[src/rtl/pwm_dt_pkg.sv]
// Shared types for the PWM dead-time output stage: FSM encoding, output decode, defaults.
package pwm_dt_pkg;

  localparam int DTW_DEF     = 8;
  localparam int FLT_LEN_DEF = 4;

  typedef enum logic [2:0] {
    IDLE  = 3'd0,
    DT_R  = 3'd1,
    HI    = 3'd2,
    DT_F  = 3'd3,
    LO    = 3'd4,
    FAULT = 3'd5
  } pwm_state_e;

  // Logical (pre-polarity) drive levels for one state.
  typedef struct packed {
    logic hi;
    logic lo;
    logic busy;
    logic flt;
  } drv_t;

  function automatic drv_t drv_decode(pwm_state_e s);
    drv_t d;
    d      = '0;
    d.hi   = (s == HI);
    d.lo   = (s == LO);
    d.busy = (s == DT_R) || (s == DT_F);
    d.flt  = (s == FAULT);
    return d;
  endfunction

endpackage

[src/rtl/pwm_fault_sync.sv]
// Two-flop fault synchroniser; with PWM_FAULT_FILTER_EN defined, fault must stay
// high for FLT_LEN consecutive synchronised samples before flt_sync asserts.
module pwm_fault_sync
  import pwm_dt_pkg::*;
#(
  parameter int FLT_LEN = FLT_LEN_DEF
) (
  input  logic clk_i,
  input  logic rst_ni,
  input  logic fault_i,
  output logic flt_sync
);

  logic s1, s2;

  always_ff @(posedge clk_i) begin
    if (!rst_ni) begin
      s1 <= 1'b0;
      s2 <= 1'b0;
    end else begin
      s1 <= fault_i;
      s2 <= s1;
    end
  end

`ifdef PWM_FAULT_FILTER_EN
  localparam int CW = $clog2(FLT_LEN + 1);
  localparam logic [CW-1:0] RUN_MAX = CW'(FLT_LEN - 1);

  // Counts consecutive high samples beyond the first; saturates at RUN_MAX.
  logic [CW-1:0] run_q;

  always_ff @(posedge clk_i) begin
    if (!rst_ni)              run_q <= '0;
    else if (!s2)             run_q <= '0;
    else if (run_q != RUN_MAX) run_q <= run_q + 1'b1;
  end

  assign flt_sync = s2 && (run_q == RUN_MAX);
`else
  assign flt_sync = s2;
`endif

endmodule

[src/rtl/pwm_deadtime_gen.sv]
// Complementary PWM gate-drive stage with programmable dead time and latched fault.
// Build option: PWM_FAULT_FILTER_EN enables the FLT_LEN-cycle fault filter.
module pwm_deadtime_gen
  import pwm_dt_pkg::*;
#(
  parameter int   DTW     = DTW_DEF,
  parameter logic SAFE_HI = 1'b0,
  parameter logic SAFE_LO = 1'b0,
  parameter int   FLT_LEN = FLT_LEN_DEF
) (
  input  logic           clk_i,
  input  logic           rst_ni,
  input  logic           en_i,
  input  logic           pwm_i,
  input  logic [DTW-1:0] dt_rise_i,
  input  logic [DTW-1:0] dt_fall_i,
  input  logic [1:0]     pol_i,
  input  logic           fault_i,
  input  logic           fault_clr_i,
  output logic           pwm_hi_o,
  output logic           pwm_lo_o,
  output logic           fault_o,
  output logic           dt_busy_o
);

  pwm_state_e     state_q, state_d;
  logic [DTW-1:0] cnt_q, cnt_d;
  logic           pwm_q;
  logic           flt_sync;
  drv_t           drv;

  pwm_fault_sync #(.FLT_LEN(FLT_LEN)) u_fault_sync (
    .clk_i    (clk_i),
    .rst_ni   (rst_ni),
    .fault_i  (fault_i),
    .flt_sync (flt_sync)
  );

  always_comb begin
    state_d = state_q;
    cnt_d   = '0;
    if (state_q == FAULT) begin
      if (fault_clr_i && !flt_sync) state_d = IDLE;
    end else if (flt_sync) begin
      state_d = FAULT;
    end else if (!en_i) begin
      state_d = IDLE;
    end else begin
      case (state_q)
        IDLE: begin
          if (pwm_q) begin state_d = DT_R; cnt_d = dt_rise_i; end
          else       begin state_d = DT_F; cnt_d = dt_fall_i; end
        end
        // A reversal during dead time jumps straight to the side that was
        // already off, so no overlap is possible.
        DT_R: begin
          if (!pwm_q)            state_d = LO;
          else if (cnt_q == '0)  state_d = HI;
          else                   cnt_d   = cnt_q - 1'b1;
        end
        HI: if (!pwm_q) begin state_d = DT_F; cnt_d = dt_fall_i; end
        DT_F: begin
          if (pwm_q)             state_d = HI;
          else if (cnt_q == '0)  state_d = LO;
          else                   cnt_d   = cnt_q - 1'b1;
        end
        LO: if (pwm_q) begin state_d = DT_R; cnt_d = dt_rise_i; end
        default: state_d = IDLE;
      endcase
    end
  end

  assign drv = drv_decode(state_d);

  // Outputs are registered from the next state so pads move with the state.
  always_ff @(posedge clk_i) begin
    if (!rst_ni) begin
      state_q   <= IDLE;
      cnt_q     <= '0;
      pwm_q     <= 1'b0;
      pwm_hi_o  <= 1'b0;
      pwm_lo_o  <= 1'b0;
      fault_o   <= 1'b0;
      dt_busy_o <= 1'b0;
    end else begin
      state_q   <= state_d;
      cnt_q     <= cnt_d;
      pwm_q     <= pwm_i;
      fault_o   <= drv.flt;
      dt_busy_o <= drv.busy;
      if (drv.flt) begin
        pwm_hi_o <= SAFE_HI;
        pwm_lo_o <= SAFE_LO;
      end else begin
        pwm_hi_o <= drv.hi ^ pol_i[1];
        pwm_lo_o <= drv.lo ^ pol_i[0];
      end
    end
  end

endmodule

[config.mk]
export PLATFORM = sky130hd
export DESIGN_NAME = pwm_deadtime_gen
export DESIGN_NICKNAME = d
export VERILOG_FILES = /design/src/rtl/pwm_dt_pkg.sv /design/src/rtl/pwm_fault_sync.sv /design/src/rtl/pwm_deadtime_gen.sv
export SDC_FILE = /design/constraint.sdc
export NUM_CORES = 1
export LEC_CHECK = 0
export CAP_MARGIN = 10
export CORE_UTILIZATION = 41
export CTS_BUF_LIST = sky130_fd_sc_hd__clkbuf_16
export CTS_CLUSTER_DIAMETER = 50
export DETAILED_ROUTE_END_ITERATION = 8
export PLACE_DENSITY = 0.83
export RECOVER_POWER = 25
export SLEW_MARGIN = 0
export SYNTH_ARGS = -nofsm -noshare
export SYNTH_HDL_FRONTEND = slang
export SYNTH_SLANG_ARGS = --single-unit
[constraint.sdc]
create_clock -name clk_i -period 1.7 [get_ports clk_i]
set_clock_uncertainty 0.05 [all_clocks]
set_input_delay 0.34 -clock clk_i [delete_from_list [all_inputs] [get_ports clk_i]]
set_output_delay 0.34 -clock clk_i [all_outputs]
set_load 0.05 [all_outputs]
# [Yosys cells after proc, flatten, opt, wreduce, memory -nomap -nowiden]
# Cells that the tools add are included.
# Widths: inputs -> output; s select.
[totals] reg_bits=18 latch_bits=0 mem_bits_rw=0 mem_bits_ro=0 input_bits=24 output_inout_bits=4 word_cells=50 memories=0
[classes] add_sub_neg=1 multipliers=0 div=0 magnitude_cmp=0 n_eq_ne=10 n_shift=0 n_mux=19 n_bitwise=4 reduce_logical=7
[op_table] op="$mux 8" n=6
[op_table] op="$pmux 8 s5" n=1
[op_table] op="$mux 3" n=10
[op_table] op="$pmux 3 s5" n=1
[op_table] op="$eq 3x2->1 const B" n=4
[op_table] op="$eq 3x3->1 const B" n=4
[op_table] op="$logic_not 8->1" n=1
[op_table] op="$sub 8x1->8 const B" n=1
[op_table] op="$eq 3x1->1 const B" n=2
[op_table] op="$reduce_or 4->1" n=1
[op_table] op="$logic_not 3->1" n=1
[op_table] op="$mux 2" n=1
[op_table] op="$not 1->1" n=2
[op_table] op="$reduce_or 2->1" n=1
[op_table] op="$xor 1x1->1" n=2
[op_table] op="$logic_and 1x1->1" n=1
[op_table] op="$logic_not 1->1" n=1
[op_table] op="$logic_or 1x1->1" n=1

# [Logic depth before layout (Yosys ltp)]
[depth] depth_word=9 depth_mapped=7

# [Hierarchy]
# A second synthesis with hierarchy kept.
[unflattened] hier_cells=108 area_unflattened_um2=982.2
[by_module_without_submodules] mod="pwm_deadtime_gen" n_inst=1 cells_per_inst=104 area_per_inst_um2=929.6
[by_module_without_submodules] mod="pwm_fault_sync" n_inst=1 cells_per_inst=4 area_per_inst_um2=52.6

# [Least setup slack after synthesis]
# Ideal clock, no wire load.
[synth_path] path_type="register to register" startpoint="reg cnt_q[0]" endpoint="reg cnt_q[0]" arrival_ns=1.622 required_ns=1.581 slack_ns=-0.041 path_stages_with_launch=8 path_buffers=1 synth_period_minus_slack_ns=1.741 cell_sequence="dfxtp_1 -> inv_1 -> ha_1 -> and3_4 -> or4_1 -> buf_2 -> o22a_1 -> nor2_1"
[synth_between] elab_chain_len=4
[synth_rtl] element="start, declared" line="pwm_deadtime_gen.sv:27" source="logic [DTW-1:0] cnt_q, cnt_d;"
[synth_rtl] element="start signal, assigned" line="pwm_deadtime_gen.sv:87" source="cnt_q <= cnt_d;"
[synth_rtl] element="$sub 8x1->8 / $logic_not 8->1 (equally long branches)"
[synth_rtl] element="$mux 8 (*)" line="pwm_deadtime_gen.sv:58, pwm_deadtime_gen.sv:64"
[synth_rtl] element="$mux 8, on equally long branches" line="pwm_deadtime_gen.sv:63, pwm_deadtime_gen.sv:57"
[synth_rtl] element="$pmux 8 s5 (*)" line="pwm_deadtime_gen.sv:49" source="case (state_q)"
# Every way passes the cells marked *; elsewhere a longest branch is shown, timed or not.
# A chain may end at the register's enable or synchronous reset.

# [Final worst setup path]
[layout_path] startpoint="in en_i" endpoint="reg pwm_lo_o"
[layout_between] elab_chain_len=5
[layout_rtl] element="start, declared" line="pwm_deadtime_gen.sv:13" source="input logic en_i,"
[layout_rtl] element="$mux 3 (*)" line="pwm_deadtime_gen.sv:46" source="end else if (!en_i) begin"
[layout_rtl] element="$mux 3 (*)" line="pwm_deadtime_gen.sv:44" source="end else if (flt_sync) begin"
[layout_rtl] element="$mux 3 (*)" line="pwm_deadtime_gen.sv:42" source="if (state_q == FAULT) begin"
[layout_rtl] element="$eq 3x3->1, on equally long branches" line="pwm_dt_pkg.sv:28, pwm_dt_pkg.sv:30"
[layout_rtl] element="$xor 1x1->1 / $reduce_or 2->1 (equally long branches)"
[layout_rtl] element="end signal, assigned" line="pwm_deadtime_gen.sv:96" source="pwm_lo_o <= drv.lo ^ pol_i[0];"
[layout_rtl] element="end, declared" line="pwm_deadtime_gen.sv:21" source="output logic pwm_lo_o,"
# Marks and branches as above.

==> summary.txt <==
Global route
  – GRT Total Usage: 23.36%
  – Number of global-route vias before repair: 1022
  – Largest net degree at the start of global routing: 11
  – First-pass GRT wire length: 4.602 mm
  – Global route total overflow: 0
  – Initial antenna violation count: 0

Power
  – Internal power: 0.001047 W
  – Peak supply drop: 740.8 uV
  – Switching pwr: 0.0004389 W
  – Sw Share: 29.54%
  – Total power: 0.001486 W
  – Leakage power: 0.6909 nW
  – Reg power frac: 33.0%
  – Comb pwr share: 34.0%
  – Pwr dens: 894.3 nW/um2
  – Clk pwr share: 32.9%

Drt
  – Routed WL per cell: 15.09 um
  – Vias per std cell: 5.558
  – DRC errors left: 0
  – Vias: 1106
  – DRT Pass-1 Iters: 4
  – Routed Antenna Nets: 0
  – DR iter-0 viols: 39
  – Final WL: 3.003 mm

Synthesis
  – Netlist cell types: 42
  – Sequential area share after synthesis: 35.38%
  – Ys Warns: 0
  – Mapped Avg Cell Area: 8.856 um2
  – Syn Std Cell Area: 1018 um2
  – Seq cells post-synth: 18
  – Share of the synthesized area in the top cell type: 35.38%
  – Synth Net Count: 141
  – Yosys top cell by area: dfxtp_1
  – Synth Instances: 115
  – Top cells by area, synth: dfxtp_1 (35%), o22a_1 (6.0%), a22oi_1 (5.2%)

STA
  – Fin. Hold Viols: 0
  – RSZ-0062 raised after global routing: yes
  – Min Tclk post-route: 1.782 ns
  – Fmax: 0.5613 GHz
  – Number of max-slew violations in the final report: 0
  – Worst slew margin: 73.49%
  – Slew @ Worst Pin: 0.3969 ns
  – Worst Hold Margin: 0.3875 ns
  – Final WS setup: -0.08162 ns
  – Period Utilization, post-route: 104.8%
  – # setup viols final: 2

Layout
  – Final cell count without fillers: 199
  – Share of layout cells above drive strength 1: 35.09%
  – Nets@finish: 198
  – Commonest non-fill, non-tap cells in the layout: buf_4 (36), clkdlybuf4s50_1 (23), nor2_1 (12), dfxtp_1 (10), dfxtp_2 (8)
  – Final core utilization: 73.01%
  – Post-route cell area: 1662 um2
  – Ant diodes: 0
  – Synthesis-to-finish area growth: 63.14%
  – Most common cell after layout, fill and taps aside: buf_4
  – FILL cells: 147

Critical path
  – Startpoint types: input pin
  – CP cell instances: clkdlybuf4s50_1 -> nand2b_1 -> buf_4 -> nor2_1 -> a31oi_1 -> or4_4 -> a21boi_1
  – CP Buf/Inv Count: 2
  – Worst path arrival time: 1.93 ns
  – Critical-path maximum fanout: 3
  – Worst EP required: 1.84 ns
  – Cell family with most CP delay: simple AND/OR/NAND/NOR gates
  – CP Class: in -> reg
  – CP max-delay cell: clkdlybuf4s50_1
  – Critical Path Max Stage Delay: 0.49 ns
  – CP Capture Type: flip-flop

Die
  – Die area: 2687 um2
  – Width of the die: 51.84 um
  – Row count: 17
  – # IOs: 28
  – Initial Util: 44.75%
  – Core ar.: 2276 um2
  – Die height: 51.84 um

CTS
  – Clock-pin slew on the worst setup and hold paths: 0.06 ns
  – TritonCTS clock tree: built
  – Clock buffer depth: 2
  – Clock Latency Late Sink: 0.26 ns
  – CTS Sinks: 18
  – CTS Root Buffer Type: clkbuf_16
  – H-tree lvl count: 1
  – CTS Buf Count: 3

Placement
  – DP HPWL: 1.997 mm
  – Buffers on Ports: 27
  – Placed Area: 1499 um2
  – DP Cell Count: 192
  – Final GP Congestion: 0.9374

Status
  – Failing checks: setup timing
  – Status: finished, violations left

Hold path
  – Hold Crit Class: reg -> reg

Flow run
  – Max-cap check violation count: 0
## layer usage
layer / share of wire [%] / track usage (%) / vias to the layer above / routed length, um
met4: 2.5 / 5.405 / 0 / 76
met2: 53 / 40.17 / 45 / 1582
li1: - / - / 530 / -
met5: 0 / 0 / - / 0
met3: 5.2 / 5.263 / 9 / 155
met1: 40 / 29.26 / 522 / 1188
## kinds of logic after synthesis
kind of cell               after synthesis  synth area share [%]
AOI/OAI and AO/OA                       27                 21.38
adders and majority gates                2                 2.457
DFF                                     18                 35.38
xor gates and xnor gates                 9                 7.740
buffers and inverters                   12                 5.405
and+or+nand+nor                         46                 26.66
muxes                                    1                0.9828
## power by group through the flow
stage                     Sequential (W)  Combinational, W  Clock [W]
after CTS                       0.000485          0.000477   0.000487
after floorplan                 0.000509          0.000238          0
after global routing            0.000494          0.000543   0.000509
final                           0.000491          0.000506   0.000489
after detailed placement        0.000493          0.000459          0
after global placement          0.000492          0.000443          0
## final cells by class
type / instances / area, um2 / area share, %
multi-input cells: 85 / 658.1 / 39.61
flip-flops and latches: 18 / 370.4 / 22.29
repair buffers: 59 / 500.5 / 30.12
clock inverters: 1 / 3.754 / 0.2259
inverters: 5 / 18.77 / 1.130
well taps: 28 / 35.03 / 2.108
clock buffers: 3 / 75.07 / 4.518
## registers in the layout, indices dropped and copies added (netlist names)
signal	flops
u_fault_sync.s1	1
pwm_lo_o	1
dt_busy_o	1
pwm_hi_o	1
cnt_q	8
fault_o	1
pwm_q	1
u_fault_sync.flt_sync	1
state_q	3
## stage by stage
step                setup WS (ns)   TNS (ns)
floorplan               -0.009027  -0.009027
global placement          -0.2341     -1.027
detailed placement        -0.3170     -1.819
CTS                      -0.05198    -0.1570
global route              -0.1248    -0.5664
finish                   -0.08162   -0.08818
## path summary, 6_finish.rpt
check	startpoint	end	slack (ns)	depth (start not counted)
worst max register to register	cnt_q[3]	pwm_lo_o	-0.07	5
worst min-delay path	u_fault_sync.s1	u_fault_sync.flt_sync	0.39	1
worst min register to register	u_fault_sync.s1	u_fault_sync.flt_sync	0.39	1
worst max-delay path	en_i	pwm_lo_o	-0.08	7
## Yosys cell counts
cell / number
a21boi_1: 1
nor2b_1: 3
buf_1: 1
buf_4: 1
inv_1: 5
nor4_1: 2
nor3_1: 3
nor4b_1: 1
nand2_1: 6
o21a_1: 1
nor3b_1: 1
nand4bb_1: 1
nor4_4: 1
nand4_1: 1
and4_1: 1
a31oi_1: 1
o21ai_0: 2
xor2_1: 3
a21oi_1: 2
clkbuf_2: 1
dfxtp_1: 18
o22a_1: 7
a31oi_2: 1
and3b_1: 1
mux2i_1: 1
nand2b_1: 1
xnor2_1: 6
and2_1: 3
a22oi_1: 7
and3_4: 1
and3_1: 1
o221ai_2: 1
or4_1: 3
a41oi_1: 1
o32ai_1: 1
nor2_1: 13
buf_2: 4
nand3_1: 2
or2_2: 1
a2bb2oi_1: 1
ha_1: 2
o311ai_0: 1
## what timing repair did
item / CTS / global route
hold buffers: 0 / 0
endpoints found under the setup margin: 10 / 12
pin swaps: 6 / 4
buffers inserted: 2 / 1
resized for setup: 9 / 9
Note: power is estimated with default switching activity, not from simulation.
